==> src/rtl/alu_seq.sv <==
// Multi-cycle ALU with valid/ready handshake: single-cycle logic/arith ops,
// iterative shifts (one bit per cycle) and a shift-add multiplier.
module alu_seq #(
  parameter int unsigned WIDTH = 8,
  parameter int unsigned SW    = $clog2(WIDTH)
) (
  input  logic             clk,
  input  logic             rst,
  input  logic             in_valid,
  output logic             in_ready,
  input  logic [3:0]       opcode,
  input  logic [WIDTH-1:0] a,
  input  logic [WIDTH-1:0] b,
  output logic             out_valid,
  input  logic             out_ready,
  output logic [WIDTH-1:0] y,
  output logic             zf,
  output logic             cf,
  output logic             nf,
  output logic             vf,
  output logic             err
);

  typedef enum logic [1:0] {IDLE, EXEC, DONE} state_t;
  typedef enum logic [3:0] {
    OP_ADD = 4'd0, OP_AND = 4'd1, OP_NOT = 4'd2, OP_SUB = 4'd3, OP_OR = 4'd4,
    OP_XOR = 4'd5, OP_SHL = 4'd6, OP_SHR = 4'd7, OP_MUL = 4'd8
  } op_t;

  state_t           state;
  op_t              op_q;
  logic [WIDTH-1:0] hi_q, lo_q, mcand_q;
  logic [SW:0]      cnt_q;

  // Single-cycle result, computed straight from the offered operands.
  logic [WIDTH:0]   sum, diff;
  logic [SW-1:0]    n;
  logic [WIDTH-1:0] r_y;
  logic             r_c, r_v, r_err, go_exec;

  assign sum  = {1'b0, a} + {1'b0, b};
  assign diff = {1'b0, a} - {1'b0, b};
  assign n    = b[SW-1:0];

  always_comb begin
    r_y   = '0;
    r_c   = 1'b0;
    r_v   = 1'b0;
    r_err = 1'b0;
    case (opcode)
      OP_ADD: begin
        r_y = sum[WIDTH-1:0];
        r_c = sum[WIDTH];
        r_v = (a[WIDTH-1] == b[WIDTH-1]) && (sum[WIDTH-1] != a[WIDTH-1]);
      end
      OP_AND: r_y = a & b;
      OP_NOT: r_y = ~a;
      OP_SUB: begin
        r_y = diff[WIDTH-1:0];
        r_c = diff[WIDTH];
        r_v = (a[WIDTH-1] != b[WIDTH-1]) && (diff[WIDTH-1] != a[WIDTH-1]);
      end
      OP_OR:  r_y = a | b;
      OP_XOR: r_y = a ^ b;
      OP_SHL, OP_SHR: r_y = a;
      OP_MUL: r_y = '0;
      default: r_err = 1'b1;
    endcase
  end

  assign go_exec = (((opcode == OP_SHL) || (opcode == OP_SHR)) && (n != '0))
                || (opcode == OP_MUL);

  // Iteration step: lo_q is the shift register for SHL/SHR and the low
  // product half / multiplier for MUL (right-shifting shift-add).
  logic [WIDTH-1:0] sh_lo, mul_hi, mul_lo, fin_y;
  logic             sh_c, fin_c, last;
  logic [WIDTH:0]   mul_sum;

  always_comb begin
    if (op_q == OP_SHL) {sh_c, sh_lo} = {lo_q, 1'b0};
    else                {sh_lo, sh_c} = {1'b0, lo_q};
  end

  assign mul_sum = {1'b0, hi_q} + (lo_q[0] ? {1'b0, mcand_q} : '0);
  assign mul_hi  = mul_sum[WIDTH:1];
  assign mul_lo  = {mul_sum[0], lo_q[WIDTH-1:1]};
  assign fin_y   = (op_q == OP_MUL) ? mul_lo : sh_lo;
  assign fin_c   = (op_q == OP_MUL) ? (mul_hi != '0) : sh_c;
  assign last    = (cnt_q == (SW+1)'(1));

  always_ff @(posedge clk) begin
    if (rst) begin
      state     <= IDLE;
      in_ready  <= 1'b1;
      out_valid <= 1'b0;
      y         <= '0;
      zf        <= 1'b0;
      cf        <= 1'b0;
      nf        <= 1'b0;
      vf        <= 1'b0;
      err       <= 1'b0;
      cnt_q     <= '0;
      hi_q      <= '0;
      lo_q      <= '0;
      mcand_q   <= '0;
      op_q      <= OP_ADD;
    end else begin
      case (state)
        IDLE: if (in_valid) begin
          in_ready <= 1'b0;
          if (go_exec) begin
            state   <= EXEC;
            op_q    <= op_t'(opcode);
            hi_q    <= '0;
            lo_q    <= (opcode == OP_MUL) ? b : a;
            mcand_q <= a;
            cnt_q   <= (opcode == OP_MUL) ? (SW+1)'(WIDTH) : {1'b0, n};
          end else begin
            state     <= DONE;
            out_valid <= 1'b1;
            y         <= r_y;
            zf        <= (r_y == '0);
            nf        <= r_y[WIDTH-1];
            cf        <= r_c;
            vf        <= r_v;
            err       <= r_err;
          end
        end
        EXEC: begin
          cnt_q <= cnt_q - (SW+1)'(1);
          if (op_q == OP_MUL) begin
            hi_q <= mul_hi;
            lo_q <= mul_lo;
          end else begin
            lo_q <= sh_lo;
          end
          if (last) begin
            state     <= DONE;
            out_valid <= 1'b1;
            y         <= fin_y;
            zf        <= (fin_y == '0);
            nf        <= fin_y[WIDTH-1];
            cf        <= fin_c;
            vf        <= 1'b0;
            err       <= 1'b0;
          end
        end
        DONE: if (out_ready) begin
          state     <= IDLE;
          out_valid <= 1'b0;
          in_ready  <= 1'b1;
        end
        default: begin
          state     <= IDLE;
          out_valid <= 1'b0;
          in_ready  <= 1'b1;
        end
      endcase
    end
  end

endmodule

==> config.mk <==
export PLATFORM = sky130hd
export DESIGN_NAME = alu_seq
export DESIGN_NICKNAME = d
export VERILOG_FILES = /design/src/rtl/alu_seq.sv
export SDC_FILE = /design/constraint.sdc
export NUM_CORES = 1
export LEC_CHECK = 0
export ABC_AREA = 1
export BUFFER_PORTS_ARGS = -buffer_cell sky130_fd_sc_hd__buf_4
export CORE_UTILIZATION = 50
export CTS_CLUSTER_DIAMETER = 50
export DETAILED_ROUTE_END_ITERATION = 8
export PLACE_DENSITY_LB_ADDON = 0.2
export SKIP_LAST_GASP = 1
export SLEW_MARGIN = 5
export SYNTH_ARGS = -nofsm -noshare
export SYNTH_HDL_FRONTEND = slang
export SYNTH_SLANG_ARGS = --single-unit
==> constraint.sdc <==
create_clock -name clk -period 6 [get_ports clk]
set_clock_uncertainty 0.15 [all_clocks]
set_input_delay 0.3 -clock clk [delete_from_list [all_inputs] [get_ports clk]]
set_output_delay 0.3 -clock clk [all_outputs]
set_load 0.02 [all_outputs]
* Word-level counts from Yosys, hierarchy flattened *
Index checks and enable logic that the tools add are counted.

storage, ports and cells
  logic and storage cells = 124
  ROM bits = 0
  bits in latches = 0
  register bits = 49
  bits in writable memories = 0
  input bits = 24
  memories kept = 0
  output and inout bits = 15

operators by class
  reduce and logical (&&, ||, !) cells = 21
  equality and inequality tests = 23
  shifts and indexed selects = 0
  multipliers = 0
  magnitude comparators = 0
  muxes and demuxes = 57
  add/sub/neg operators = 4
  bitwise gates (word level) = 5
  div/mod/pow operators = 0

operator list
  cell                count
  $mux 8              12
  $pmux 8 s7          1
  $pmux 8 s2          3
  $mux 1              23
  $eq 4x3->1 const B  5
  $add 8x8->9         2
  $logic_not 8->1     2
  $pmux 1 s2          7
  $mux 4              3
  $ne 2x2->1 const B  6
  $reduce_and 3->1    4
  $reduce_and 4->1    3
  $reduce_or 9->1     1
  $sub 8x8->9         1
  $and 8x8->8         1
  $eq 4x1->1 const B  2
  $eq 4x2->1 const B  2
  $eq 4x4->1 const B  2
  $mux 2              4
  $not 8->8           1
  $or 8x8->8          1
  $pmux 4 s2          1
  $reduce_bool 8->1   1
  $xor 8x8->8         1
  15 further kinds    21

* Logic depth before layout (Yosys ltp) *
Gate-level depths: netlist of the first run.

  word-level depth = 7
  depth in mapped cells = 16
  mapped depth without buffers = 15

* Worst setup path after synthesis of the first run *
No wires, ideal clock.

  path type = reg-to-reg
  start point = register lo_q[0]
  end point = register hi_q[5]
  cell stages (with the launch flop) = 14
  path buffers = 1
  data arrival time = 2066 ps
  period minus slack after synthesis = 2287 ps
  required time = 5779 ps
  library setup time = 71 ps
  path slack = 3713 ps
  cell sequence = dfxtp_1 -> clkbuf_1 -> nand2_1 -> inv_1 -> ha_1 -> inv_1 -> fa_1 -> nand3b_1 -> nand2_1 -> nand2_1 -> nand2_1 -> xnor2_1 -> or2_2 -> a21oi_1

between the ends
  longest elaborated chain between the ends = 4

RTL lines
  element                 RTL line  source
  from (decl)             32        logic [WIDTH-1:0] hi_q, lo_q, mcand_q;
  from (signal assigned)  116       lo_q <= (opcode == OP_MUL) ? b : a;
  from (signal assigned)  134       lo_q <= mul_lo;
  from (signal assigned)  136       lo_q <= sh_lo;
  $mux 8                  85        assign mul_sum = {1'b0, hi_q} + (lo_q[0] ? {1'b0, mcand_q} : '0);
  $add 8x8->9             85
  $mux 8                  132       if (op_q == OP_MUL) begin
  $pmux 8 s2              109       case (state)
  to (signal assigned)    133       hi_q <= mul_hi;
  to (decl)               32

Every way passes these cells. The select of a mux whose other input is x is not followed.
A chain may end at the register's enable or synchronous reset.

* Worst setup path after layout of the first run *
  start point = register lo_q[0]
  end point = register cf

between the ends
  longest elaborated chain between the ends = 6
  elaborated cells between the ends (all ways) = 7
  classes of those cells = add/sub: 1; mux: 5; reduce/logical: 1

RTL lines
  element               RTL line  source
  $mux 8                85
  $add 8x8->9           85
  $reduce_bool 8->1     89        assign fin_c = (op_q == OP_MUL) ? (mul_hi != '0) : sh_c;
  $mux 1 (*)            89
  $mux 1 (*)            138       if (last) begin
  $pmux 1 s2 (*)        109
  to (signal assigned)  125       cf <= r_c;
  to (signal assigned)  144       cf <= fin_c;
  to (decl)             18        output logic cf,

Every way passes the cells marked *; elsewhere a longest branch is shown, timed or not. The select of a mux whose other input is x is not followed.

==> results of run 1 <==
[placed cells by master (no fill, tap or decap), drive strengths merged]
master / synthesis / final
nand2: 146 / 146
inv: 90 / 90
nand3: 73 / 73
o21ai: 55 / 55
nor2: 52 / 52
a21oi: 51 / 51
dfxtp: 48 / 48
buf: 15 / 38
ha: 34 / 34
a31oi: 12 / 12
nand4: 11 / 11
or2: 8 / 8
o211ai: 7 / 7
clkbuf: 9 / 7
nand3b: 5 / 5
xor2: 4 / 4
o22ai: 4 / 4
fa: 3 / 3
xnor2: 2 / 2
a211oi: 2 / 2
o21bai: 1 / 1
nor3: 1 / 1
mux2i: 1 / 1
nor3b: 1 / 1
o21a: 1 / 1
a221oi: 1 / 1
clkinv: 0 / 1
[cells by family (layout without fill, tap and decap cells)]
logic type / Yosys count / in the layout
AND/OR/NAND/NOR: 297 / 297
AO/OA/AOI/OAI: 134 / 134
buffers and inverters: 114 / 136
flip-flops: 48 / 48
adder cells (fa/ha/maj): 37 / 37
XOR/XNOR: 6 / 6
multiplexers: 1 / 1
[power groups by stage]
stage / Clock, mW / Sequential (mW) / Combinational, mW
after detailed placement: 0 / 0.361 / 0.248
after global routing: 0.211 / 0.356 / 0.277
after CTS: 0.199 / 0.354 / 0.249
final: 0.194 / 0.354 / 0.252
after floorplan: 0 / 0.369 / 0.163
after global placement: 0 / 0.360 / 0.245
[worst max-delay path, delay by kind of cell, from the launching register on]
| kind | cells | cell delay (ps) |
|---|---|---|
| compound gates | 1 | 60 |
| buf+inv | 2 | 120 |
| flops | 1 | 600 |
| fa+ha+maj | 2 | 550 |
| simple gates | 9 | 940 |
[layer usage]
layer / track usage, % / routed length (um) / part of all wire [%]
met1: 39.0 / 5350 / 46
met2: 44.3 / 5090 / 44
met3: 3.28 / 810 / 7.0
met4: 8.59 / 329 / 2.8
met5: 0 / 0 / 0
[how the worst min path moves through the flow]
stage / slack [ps] / start / endpoint / cells past startpoint
global placement: 310 / hi_q[7]$_SDFFE_PP0P_ / hi_q[7]$_SDFFE_PP0P_ / 2
finish: 170 / rst / err$_SDFFE_PP0P_ / 2
floorplan: 290 / op_q[2]$_SDFFE_PP0P_ / op_q[2]$_SDFFE_PP0P_ / 2
CTS: 160 / rst / err$_SDFFE_PP0P_ / 2
detailed placement: 310 / out_valid$_SDFFE_PP0P_ / out_valid$_SDFFE_PP0P_ / 2
global route: 190 / rst / err$_SDFFE_PP0P_ / 2
[flip-flops by register name, summed over array words and instances (netlist names)]
name / flops
mcand_q: 8
in_ready: 1
y: 7
err: 1
state: 2
cnt_q: 4
zf: 1
lo_q: 8
op_q: 4
cf: 1
vf: 1
hi_q: 8
out_valid: 1
nf: 1
[stage by stage]
| step | instance area, um^2 | setup slack [ps] |
|---|---|---|
| 4_1_cts | 4480 | 3470 |
| 2_1_floorplan | 4140 | 3710 |
| 3_5_place_dp | 4400 | 3510 |
| 5_1_grt | 4480 | 3240 |
| 3_3_place_gp | 4400 | 3520 |
| 6_report | 4480 | 3450 |
[layout make-up]
cell class,count,area [um^2]
Clock buffer,7,76.3
Clock inverter,1,8.76
Fill cell,796,3360
Inverter,90,343
Multi-Input combinational cell,475,2680
Sequential cell,48,961
Tap cell,102,128
Timing Repair Buffer,38,285
==> results by group, run 1 <==
Run status
  – Status: finished clean

Global route
  – Pin count of the biggest net entering global routing: 30
  – Initial antenna violation count: 0
  – Vias in the first global route: 3943
  – Tot GR Track Use: 27.8%
  – First-pass GRT wire length: 19.0 mm
  – Grt ovf: 0

Timing
  – Final setup violation count: 0
  – Max frequency: 0.392 GHz
  – Slew @ Worst Pin: 797 ps
  – Fin crit period: 2550 ps
  – Tcrit/Tclk final: 42.5%
  – Final hold slack: 166 ps
  – Final Hold Vio Count: 0
  – RSZ-0062 raised after global routing: no
  – Max-slew headroom: 46.8%
  – Setup TNS: 0 ps
  – Slew Limit Fails: 0

Finish
  – Final net count: 719
  – Share of post-route cells with drive strength above 1: 12.3%
  – Area Overhead vs Synth: 8.41%
  – Antenna diodes: 0
  – Non-filler cells, final: 761
  – Utilization after layout: 57.1%

Synthesis
  – Synth top area share: 23.2%
  – Number of synthesized flops with an enable pin: 0
  – Adder-cell share of the synthesized area: 11.7%
  – Cells after synthesis: 637
  – Seq cells post-synth: 48
  – Portion of netlist area occupied by mux cells: 0.242%
  – Synth warnings: 0
  – Most frequent cells after synthesis: nand2_1, inv_1, nand3_1, o21ai_0
  – Async SR Flop Fraction: 0%
  – Syn avg cell area: 6.49 um^2
  – Most common cell in the netlist: nand2_1
  – Combinational family with the most area after synthesis: simple AND/OR/NAND/NOR gates
  – Compound-cell area share of the yosys netlist: 18.1%
  – Largest area contributor in the netlist: dfxtp_1
  – Syn Std Cell Area: 4140 um^2
  – Synth Net Count: 698
  – Top_reg_cell synth: dfxtp_1
  – Post-Synth XOR/XNOR Area: 1.27%
  – Synth cell types: 41
  – Post-synthesis sequential area ratio: 23.2%
  – Simple-Gate Fraction of Synth Area: 33.5%
  – Top post-synthesis cells by area: dfxtp_1, nand2_1, ha_1, nand3_1, inv_1

Worst setup path
  – Setup CP Type: reg2reg
  – CP max FO: 11
  – Worst r2r path cells: 14
  – R2R Path End: cf$_SDFFE_PP0P_
  – CP startpoint kind: flop
  – Critical Path Max Stage Delay: 600 ps
  – Critical path origin: lo_q[0]$_SDFFE_PP0P_
  – CP required: 6040 ps
  – End of the critical path: cf$_SDFFE_PP0P_
  – RR Startpoint: lo_q[0]$_SDFFE_PP0P_
  – Critical Path Most Common Cell: nand2_1
  – CP Data Arrival Time: 2590 ps
  – Flop2flop setup slack: 3450 ps
  – Crit. End Element: flop
  – Crit path max-delay cell type: dfxtp_1
  – CP Cell Sequence: nand2_1, inv_1, ha_1, inv_1, fa_1, nand3b_1, nand2_1, nand2_1, nand2_1, nand3_1, nor2_1, nand4_1, nand3_1, a21oi_1

Detailed routing
  – DRT Wirelength: 11.6 mm
  – Via Count: 4280
  – Drt pass-1 iters: 5
  – Routed len/inst: 15.2 um
  – Antenna-violating nets left: 0
  – Initial DRC count: 322
  – Routed vias/inst: 5.62
  – DRC: 0

Hold path
  – Min-Delay Path Class: in2reg

Pwr
  – P_sw: 0.291 mW
  – Pleak: 2.17 nW
  – Sw Share: 36.3%
  – Clock share of power: 24.3%
  – PwrDens: 178 nW/um^2
  – Pint: 0.509 mW
  – Sequential share of power: 44.3%
  – Power share of the combinational group: 31.4%
  – Pwr Total: 0.800 mW
  – VDD IR max: 0.000130 V

Clock tree
  – Post CTS Setup Buffer Count: 0
  – Clock sinks: 48
  – CTS tree: built
  – # hold bufs at CTS: 0
  – Worst-path clk slew: 90 ps
  – Cts bufs inserted: 5
  – PostCTS Resize Cnt: 0
  – H-tree levels: 2
  – Latest clock arrival within the worst-skew pair: 310 ps
  – Root Buffer: clkbuf_8
  – CTS Buffer Depth: 2

Die
  – Die area: 8640 um^2
  – Core Region: 7850 um^2
  – IO Count: 39
  – FP Rows: 32
  – Die Y-Extent: 93.0 um
  – Initial core utilization: 52.7%
  – Die width: 93.0 um

Placed design
  – I/O Buffers: 38
  – Detailed Place HPWL: 8.94 mm
  – GPL Wtd Cong: 0.945
  – Inst Count DP: 753

Flow run
  – Max-Cap Viols: 0
Note: power is estimated with default switching activity, not from simulation.
==> run 2: changes to the inputs <==
==> constraint.sdc (replaced) <==
create_clock -name clk -period 2.4 [get_ports clk]
set_clock_uncertainty 0.15 [all_clocks]
set_input_delay 0.12 -clock clk [delete_from_list [all_inputs] [get_ports clk]]
set_output_delay 0.12 -clock clk [all_outputs]
set_load 0.02 [all_outputs]
==> results by group, run 2 (synthesized netlist as in run 1, its figures left out) <==
Clock tree
  – CTS tree: built (unchanged)
  – Cts bufs inserted: 5 (unchanged)
  – CTS Buffer Depth: 2 (unchanged)
  – Worst-path clk slew: 100 ps (was 90 ps)
  – Latest clock arrival within the worst-skew pair: 320 ps (was 310 ps)
  – Clock sinks: 48 (unchanged)
  – H-tree levels: 2 (unchanged)
  – Root Buffer: clkbuf_8 (unchanged)

Placed design
  – Inst Count DP: 762 (was 753)
  – GPL Wtd Cong: 0.983 (was 0.945)
  – DP Worst Slack: 148 ps (was 3510 ps)
  – I/O Buffers: 38 (unchanged)
  – Detailed Place HPWL: 9.34 mm (was 8.94 mm)

Die
  – Die Y-Extent: 93.0 um (unchanged)
  – Die width: 93.0 um (unchanged)
  – FP Rows: 32 (unchanged)
  – Core Region: 7850 um^2 (unchanged)
  – Die area: 8640 um^2 (unchanged)
  – IO Count: 39 (unchanged)
  – Initial core utilization: 52.7% (unchanged)

Hold path
  – Hold path cells: 3 (was 2)
  – Min-Delay Path Class: in2reg (unchanged)
  – Worst hold start: opcode[0] (was rst)
  – Hold Path Sink: op_q[0]$_SDFFE_PP0P_ (was err$_SDFFE_PP0P_)

Pwr
  – Clock share of power: 24.4% (was 24.3%)
  – VDD IR max: 0.000252 V (was 0.000130 V)
  – Pint: 1.28 mW (was 0.509 mW)
  – PwrDens: 441 nW/um^2 (was 178 nW/um^2)
  – Pleak: 2.24 nW (was 2.17 nW)
  – Sequential share of power: 43.4% (was 44.3%)
  – Power share of the combinational group: 32.2% (was 31.4%)
  – Sw Share: 37.0% (was 36.3%)
  – P_sw: 0.753 mW (was 0.291 mW)
  – Pwr Total: 2.04 mW (was 0.800 mW)

Timing
  – Final Hold Vio Count: 0 (unchanged)
  – Final setup violation count: 0 (unchanged)
  – Fin crit period: 2210 ps (was 2550 ps)
  – Max frequency: 0.452 GHz (was 0.392 GHz)
  – Slew Limit Fails: 0 (unchanged)
  – Final hold slack: 1.87 ps (was 166 ps)
  – Max-slew headroom: 65.6% (was 46.8%)
  – Final WS setup: 189 ps (was 3450 ps)
  – Tcrit/Tclk final: 92.1% (was 42.5%)
  – Slew @ Worst Pin: 515 ps (was 797 ps)

Global route
  – First-pass GRT wire length: 19.8 mm (was 19.0 mm)
  – Grt ovf: 0 (unchanged)
  – Tot GR Track Use: 29.0% (was 27.8%)
  – Pin count of the biggest net entering global routing: 22 (was 30)
  – Vias in the first global route: 4051 (was 3943)
  – Initial antenna violation count: 0 (unchanged)

Worst setup path
  – CP Data Arrival Time: 2260 ps (was 2590 ps)
  – Flop2flop setup slack: 190 ps (was 3450 ps)
  – Setup CP Type: reg2reg (unchanged)
  – Crit. End Element: flop (unchanged)
  – CP Cell Sequence: inv_1, nor2_2, nand4_1, nor2_1, nand3_1, nor2_1, nand4_1, nand3_1, a21oi_1 (was nand2_1, inv_1, ha_1, inv_1, fa_1, nand3b_1, nand2_1, nand2_1, nand2_1, nand3_1, nor2_1, nand4_1, nand3_1, a21oi_1)
  – Worst r2r path cells: 9 (was 14)
  – CP max FO: 8 (was 11)
  – CP startpoint kind: flop (unchanged)
  – Crit path max-delay cell type: dfxtp_1 (unchanged)
  – CP required: 2450 ps (was 6040 ps)
  – R2R Path End: cf$_SDFFE_PP0P_ (unchanged)
  – RR Startpoint: state[0]$_SDFFE_PP0P_ (was lo_q[0]$_SDFFE_PP0P_)
  – Critical Path Max Stage Delay: 430 ps (was 600 ps)

Detailed routing
  – Via Count: 4404 (was 4280)
  – Antenna-violating nets left: 0 (unchanged)
  – M1 WL: 5.38 mm (was 5.35 mm)
  – DRC: 0 (unchanged)
  – Routed len/inst: 15.5 um (was 15.2 um)
  – Routed vias/inst: 5.69 (was 5.62)
  – Metal2 WL: 5.47 mm (was 5.09 mm)
  – Max Used Layer: met4 (unchanged)
  – DRT Wirelength: 12.0 mm (was 11.6 mm)
  – Drt pass-1 iters: 5 (unchanged)
  – Initial DRC count: 332 (was 322)
  – Met3 routed WL: 925 um (was 810 um)

Finish
  – Largest regs: hi_q (8), lo_q (8), mcand_q (8) (unchanged)
  – Final net count: 732 (was 719)
  – Most frequent cells in the layout: nand2_1, inv_1, nand3_1 (unchanged)
  – Area Overhead vs Synth: 11.7% (was 8.41%)
  – Share of post-route cells with drive strength above 1: 14.7% (was 12.3%)
  – Most common cell after layout, fill and taps aside: nand2_1 (unchanged)
  – Antenna diodes: 0 (unchanged)
  – Utilization after layout: 58.9% (was 57.1%)
  – Non-filler cells, final: 774 (was 761)

Run status
  – Status: finished clean (unchanged)

Flow run
  – Max-Cap Viols: 0 (unchanged)
run 2: stage by stage:
step                      TNS (ps)  cell area [um^2]
final                            0              4620
after global routing         -11.1              4620
after CTS                        0              4580
after detailed placement         0              4470
after global placement           0              4470
after floorplan                  0              4140
run 2: critical path: cells and delay by family, from the launching register on:
family	cells	cell delay (ps)
flops	1	430
compound gates	1	70
simple gates	7	1330
buf+inv	1	120
run 2: worst max path at each step:
stage | from | cells past startpoint | end | slack, ps
3_3_place_gp | mcand_q[0]$_SDFFE_PP0P_ | 14 | cf$_SDFFE_PP0P_ | 190
3_5_place_dp | mcand_q[0]$_SDFFE_PP0P_ | 14 | cf$_SDFFE_PP0P_ | 150
4_1_cts | mcand_q[0]$_SDFFE_PP0P_ | 14 | cf$_SDFFE_PP0P_ | 90
5_1_grt | lo_q[0]$_SDFFE_PP0P_ | 14 | cf$_SDFFE_PP0P_ | -10
6_report | state[0]$_SDFFE_PP0P_ | 9 | cf$_SDFFE_PP0P_ | 190
2_1_floorplan | lo_q[0]$_SDFFE_PP0P_ | 13 | hi_q[5]$_SDFFE_PP0P_ | 110
run 2: per-layer routing:
metal | up-vias | GRT usage, %
li1 | 2164 | -
met1 | 2007 | 39.9
met2 | 206 | 46.0
met3 | 27 | 4.19
met4 | 0 | 9.62
met5 | - | 0
run 2: power by group through the flow:
stage,Sequential [mW],Combinational [mW],Clock [mW]
2_1_floorplan,0.923,0.406,0
3_3_place_gp,0.900,0.629,0
3_5_place_dp,0.901,0.637,0
4_1_cts,0.883,0.643,0.499
5_1_grt,0.890,0.728,0.530
6_report,0.885,0.656,0.496
run 2: final cells by class:
type,instances,area (um^2)
clock buffer,5,68.8
clock inverter,3,18.8
fill,781,3230
inverter,90,343
multi-input combinational,475,2710
sequential,48,961
tap,102,128
timing repair buffer,51,390
run 2: repair_timing:
action                                  4_1_cts  5_1_grt
hold endpoints to repair                      6        0
resized for setup                             0        7
endpoints found under the setup margin        0        6
hold buffers                                  3        0
buffers inserted                              0        1
==> run 3: changes to the inputs <==
--- a/config.mk
+++ b/config.mk
@@ -6,10 +6,10 @@
 export NUM_CORES = 1
 export LEC_CHECK = 0
 export ABC_AREA = 1
-export BUFFER_PORTS_ARGS = -buffer_cell sky130_fd_sc_hd__buf_4
-export CORE_UTILIZATION = 50
+export CORE_UTILIZATION = 40
 export CTS_CLUSTER_DIAMETER = 50
 export DETAILED_ROUTE_END_ITERATION = 8
+export DONT_BUFFER_PORTS = 1
 export PLACE_DENSITY_LB_ADDON = 0.2
 export SKIP_LAST_GASP = 1
 export SLEW_MARGIN = 5
==> results by group, run 3 (synthesized netlist as in run 1, its figures left out) <==
Placed design
  – I/O Buffers: 0 (was 38)
  – Detailed Place HPWL: 9.27 mm (was 9.34 mm)
  – DP Worst Slack: 281 ps (was 148 ps)
  – GPL Wtd Cong: 0.907 (was 0.983)
  – Placed Area: 4210 um^2 (was 4470 um^2)

Worst setup path
  – CP startpoint kind: primary input (was flop)
  – CP max FO: 17 (was 8)
  – Setup CP Type: in2reg (was reg2reg)
  – Worst r2r path cells: 8 (was 9)
  – CP Data Arrival Time: 2400 ps (was 2260 ps)
  – Crit. End Element: flop (unchanged)
  – Flop2flop setup slack: 120 ps (was 190 ps)
  – CP required: 2500 ps (was 2450 ps)
  – R2R Path End: err$_SDFFE_PP0P_ (was cf$_SDFFE_PP0P_)
  – RR Startpoint: state[0]$_SDFFE_PP0P_ (unchanged)

Timing
  – Max frequency: 0.435 GHz (was 0.452 GHz)
  – Slew Limit Fails: 0 (unchanged)
  – Max-slew headroom: 44.7% (was 65.6%)
  – Setup TNS: 0 ps (unchanged)
  – Fin crit period: 2300 ps (was 2210 ps)
  – Slew @ Worst Pin: 826 ps (was 515 ps)
  – Final WS setup: 99.2 ps (was 189 ps)
  – Final setup violation count: 0 (unchanged)
  – Tcrit/Tclk final: 95.9% (was 92.1%)
  – RSZ-0062 raised after global routing: yes
  – Final Hold Vio Count: 0 (unchanged)

Finish
  – Largest regs: hi_q (8), lo_q (8), mcand_q (8) (unchanged)
  – Share of post-route cells with drive strength above 1: 10.0% (was 14.7%)
  – Final net count: 709 (was 732)
  – Filler cells: 1039 (was 781)
  – Post-route cell area: 4570 um^2 (was 4620 um^2)
  – Most frequent cells in the layout: nand2_1, inv_1, nand3_1 (unchanged)
  – Antenna diodes: 0 (unchanged)
  – Register Area: 961 um^2 (unchanged)
  – Area Overhead vs Synth: 10.5% (was 11.7%)
  – Most common cell after layout, fill and taps aside: nand2_1 (unchanged)
  – Utilization after layout: 46.1% (was 58.9%)
  – Area occupied by multi-input gates: 2740 um^2 (was 2710 um^2)

Die
  – Die width: 104 um (was 93.0 um)
  – Initial core utilization: 41.7% (was 52.7%)
  – Die area: 10800 um^2 (was 8640 um^2)
  – Die Y-Extent: 104 um (was 93.0 um)
  – Core Region: 9910 um^2 (was 7850 um^2)
  – FP Rows: 36 (was 32)
  – IO Count: 39 (unchanged)

Global route
  – Grt ovf: 0 (unchanged)
  – Initial antenna violation count: 0 (unchanged)
  – First-pass GRT wire length: 20.0 mm (was 19.8 mm)
  – Tot GR Track Use: 22.8% (was 29.0%)
  – Pin count of the biggest net entering global routing: 30 (was 22)
  – Vias in the first global route: 3965 (was 4051)

Hold path
  – Worst hold start: b[1] (was opcode[0])
  – Hold path cells: 4 (was 3)
  – Hold Path Sink: cnt_q[1]$_SDFFE_PP0P_ (was op_q[0]$_SDFFE_PP0P_)
  – Min-Delay Path Class: in2reg (unchanged)

Clock tree
  – Cts bufs inserted: 5 (unchanged)
  – H-tree levels: 2 (unchanged)
  – Latest clock arrival within the worst-skew pair: 300 ps (was 320 ps)
  – Root Buffer: clkbuf_8 (unchanged)
  – CTS tree: built (unchanged)
  – Clock sinks: 48 (unchanged)
  – Worst-path clk slew: 90 ps (was 100 ps)
  – CTS Buffer Depth: 2 (unchanged)

Detailed routing
  – Initial DRC count: 330 (was 332)
  – Routed vias/inst: 5.39 (was 5.69)
  – Routed len/inst: 15.6 um (was 15.5 um)
  – Drt pass-1 iters: 4 (was 5)
  – DRC: 0 (unchanged)
  – DRT Wirelength: 12.2 mm (was 12.0 mm)
  – Via Count: 4217 (was 4404)
  – Antenna-violating nets left: 0 (unchanged)

Pwr
  – Clock share of power: 29.1% (was 24.4%)
  – Pwr Total: 2.07 mW (was 2.04 mW)
  – P_sw: 0.714 mW (was 0.753 mW)
  – PwrDens: 452 nW/um^2 (was 441 nW/um^2)
  – Sw Share: 34.6% (was 37.0%)
  – Pleak: 2.11 nW (was 2.24 nW)
  – Power share of the combinational group: 26.4% (was 32.2%)
  – VDD IR max: 0.000264 V (was 0.000252 V)
  – Sequential share of power: 44.6% (was 43.4%)
  – Pint: 1.35 mW (was 1.28 mW)

Run status
  – Status: finished clean (unchanged)

Flow run
  – Max-Cap Viols: 0 (unchanged)
-- run 3: cell count changes in the layout (fill, tap and decap cells not counted), sizes merged --
cell	delta
clkbuf	+1
dlygate4sd3	+15
bufinv	+1
buf	-38
clkinv	-2
-- run 3: repair_timing --
action                                 CTS  global route
endpoints found under the hold margin   34             0
buffers inserted                         0             2
setup endpoints to repair                0             6
gates resized for setup                  0            12
hold buffers                            18             0
-- run 3: area by class of cell --
| type | count | area share [%] |
|---|---|---|
| flip-flops and latches | 48 | 21.0 |
| repair buffers | 28 | 5.58 |
| clock buffers | 6 | 1.59 |
| well taps | 133 | 3.64 |
| inverters | 90 | 7.50 |
| clock inverters | 2 | 0.766 |
| multi-input cells | 475 | 59.9 |
-- run 3: how the worst max path moves through the flow --
stage | from | endpoint | depth (start not counted)
after floorplan | lo_q[0]$_SDFFE_PP0P_ | hi_q[5]$_SDFFE_PP0P_ | 13
after global placement | lo_q[0]$_SDFFE_PP0P_ | hi_q[5]$_SDFFE_PP0P_ | 12
after detailed placement | lo_q[0]$_SDFFE_PP0P_ | hi_q[5]$_SDFFE_PP0P_ | 10
after CTS | opcode[3] | err$_SDFFE_PP0P_ | 12
after global routing | a[0] | zf$_SDFFE_PP0P_ | 15
final | opcode[3] | err$_SDFFE_PP0P_ | 12
-- run 3: power groups by stage --
stage / logic (mW) / clock network (mW) / registers (mW)
detailed placement: 0.496 / 0 / 0.939
global placement: 0.490 / 0 / 0.938
finish: 0.545 / 0.600 / 0.921
floorplan: 0.406 / 0 / 0.923
CTS: 0.529 / 0.603 / 0.921
global route: 0.611 / 0.632 / 0.928
-- run 3: metrics by stage --
stage / hold WS, ps / instances
3_5_place_dp: 41.2 / 754
5_1_grt: 18.2 / 782
3_3_place_gp: 39.5 / 754
6_report: 19.2 / 782
4_1_cts: 0.325 / 780
2_1_floorplan: 137 / 637
-- run 3: metal layers --
layer | share of wire [%] | wire length [um] | up-vias | global-route usage, %
met3 | 4.9 | 596 | 16 | 3.02
met1 | 47 | 5740 | 1970 | 31.3
met4 | 1.8 | 225 | 0 | 6.53
li1 | - | - | 2121 | -
met2 | 46 | 5600 | 110 | 37.2
met5 | 0 | 0 | - | 0
-- run 3: critical path, stage by stage --
cell           delay [ps]
dlygate4sd3_1         630
inv_2                  90
nand2_2                90
nor2_4                 50
nand2_2                70
nand2_4                80
nand2_4                90
nand3_4               170
inv_4                 210
nand3_2               120
a21oi_2               120
dlygate4sd3_1         550
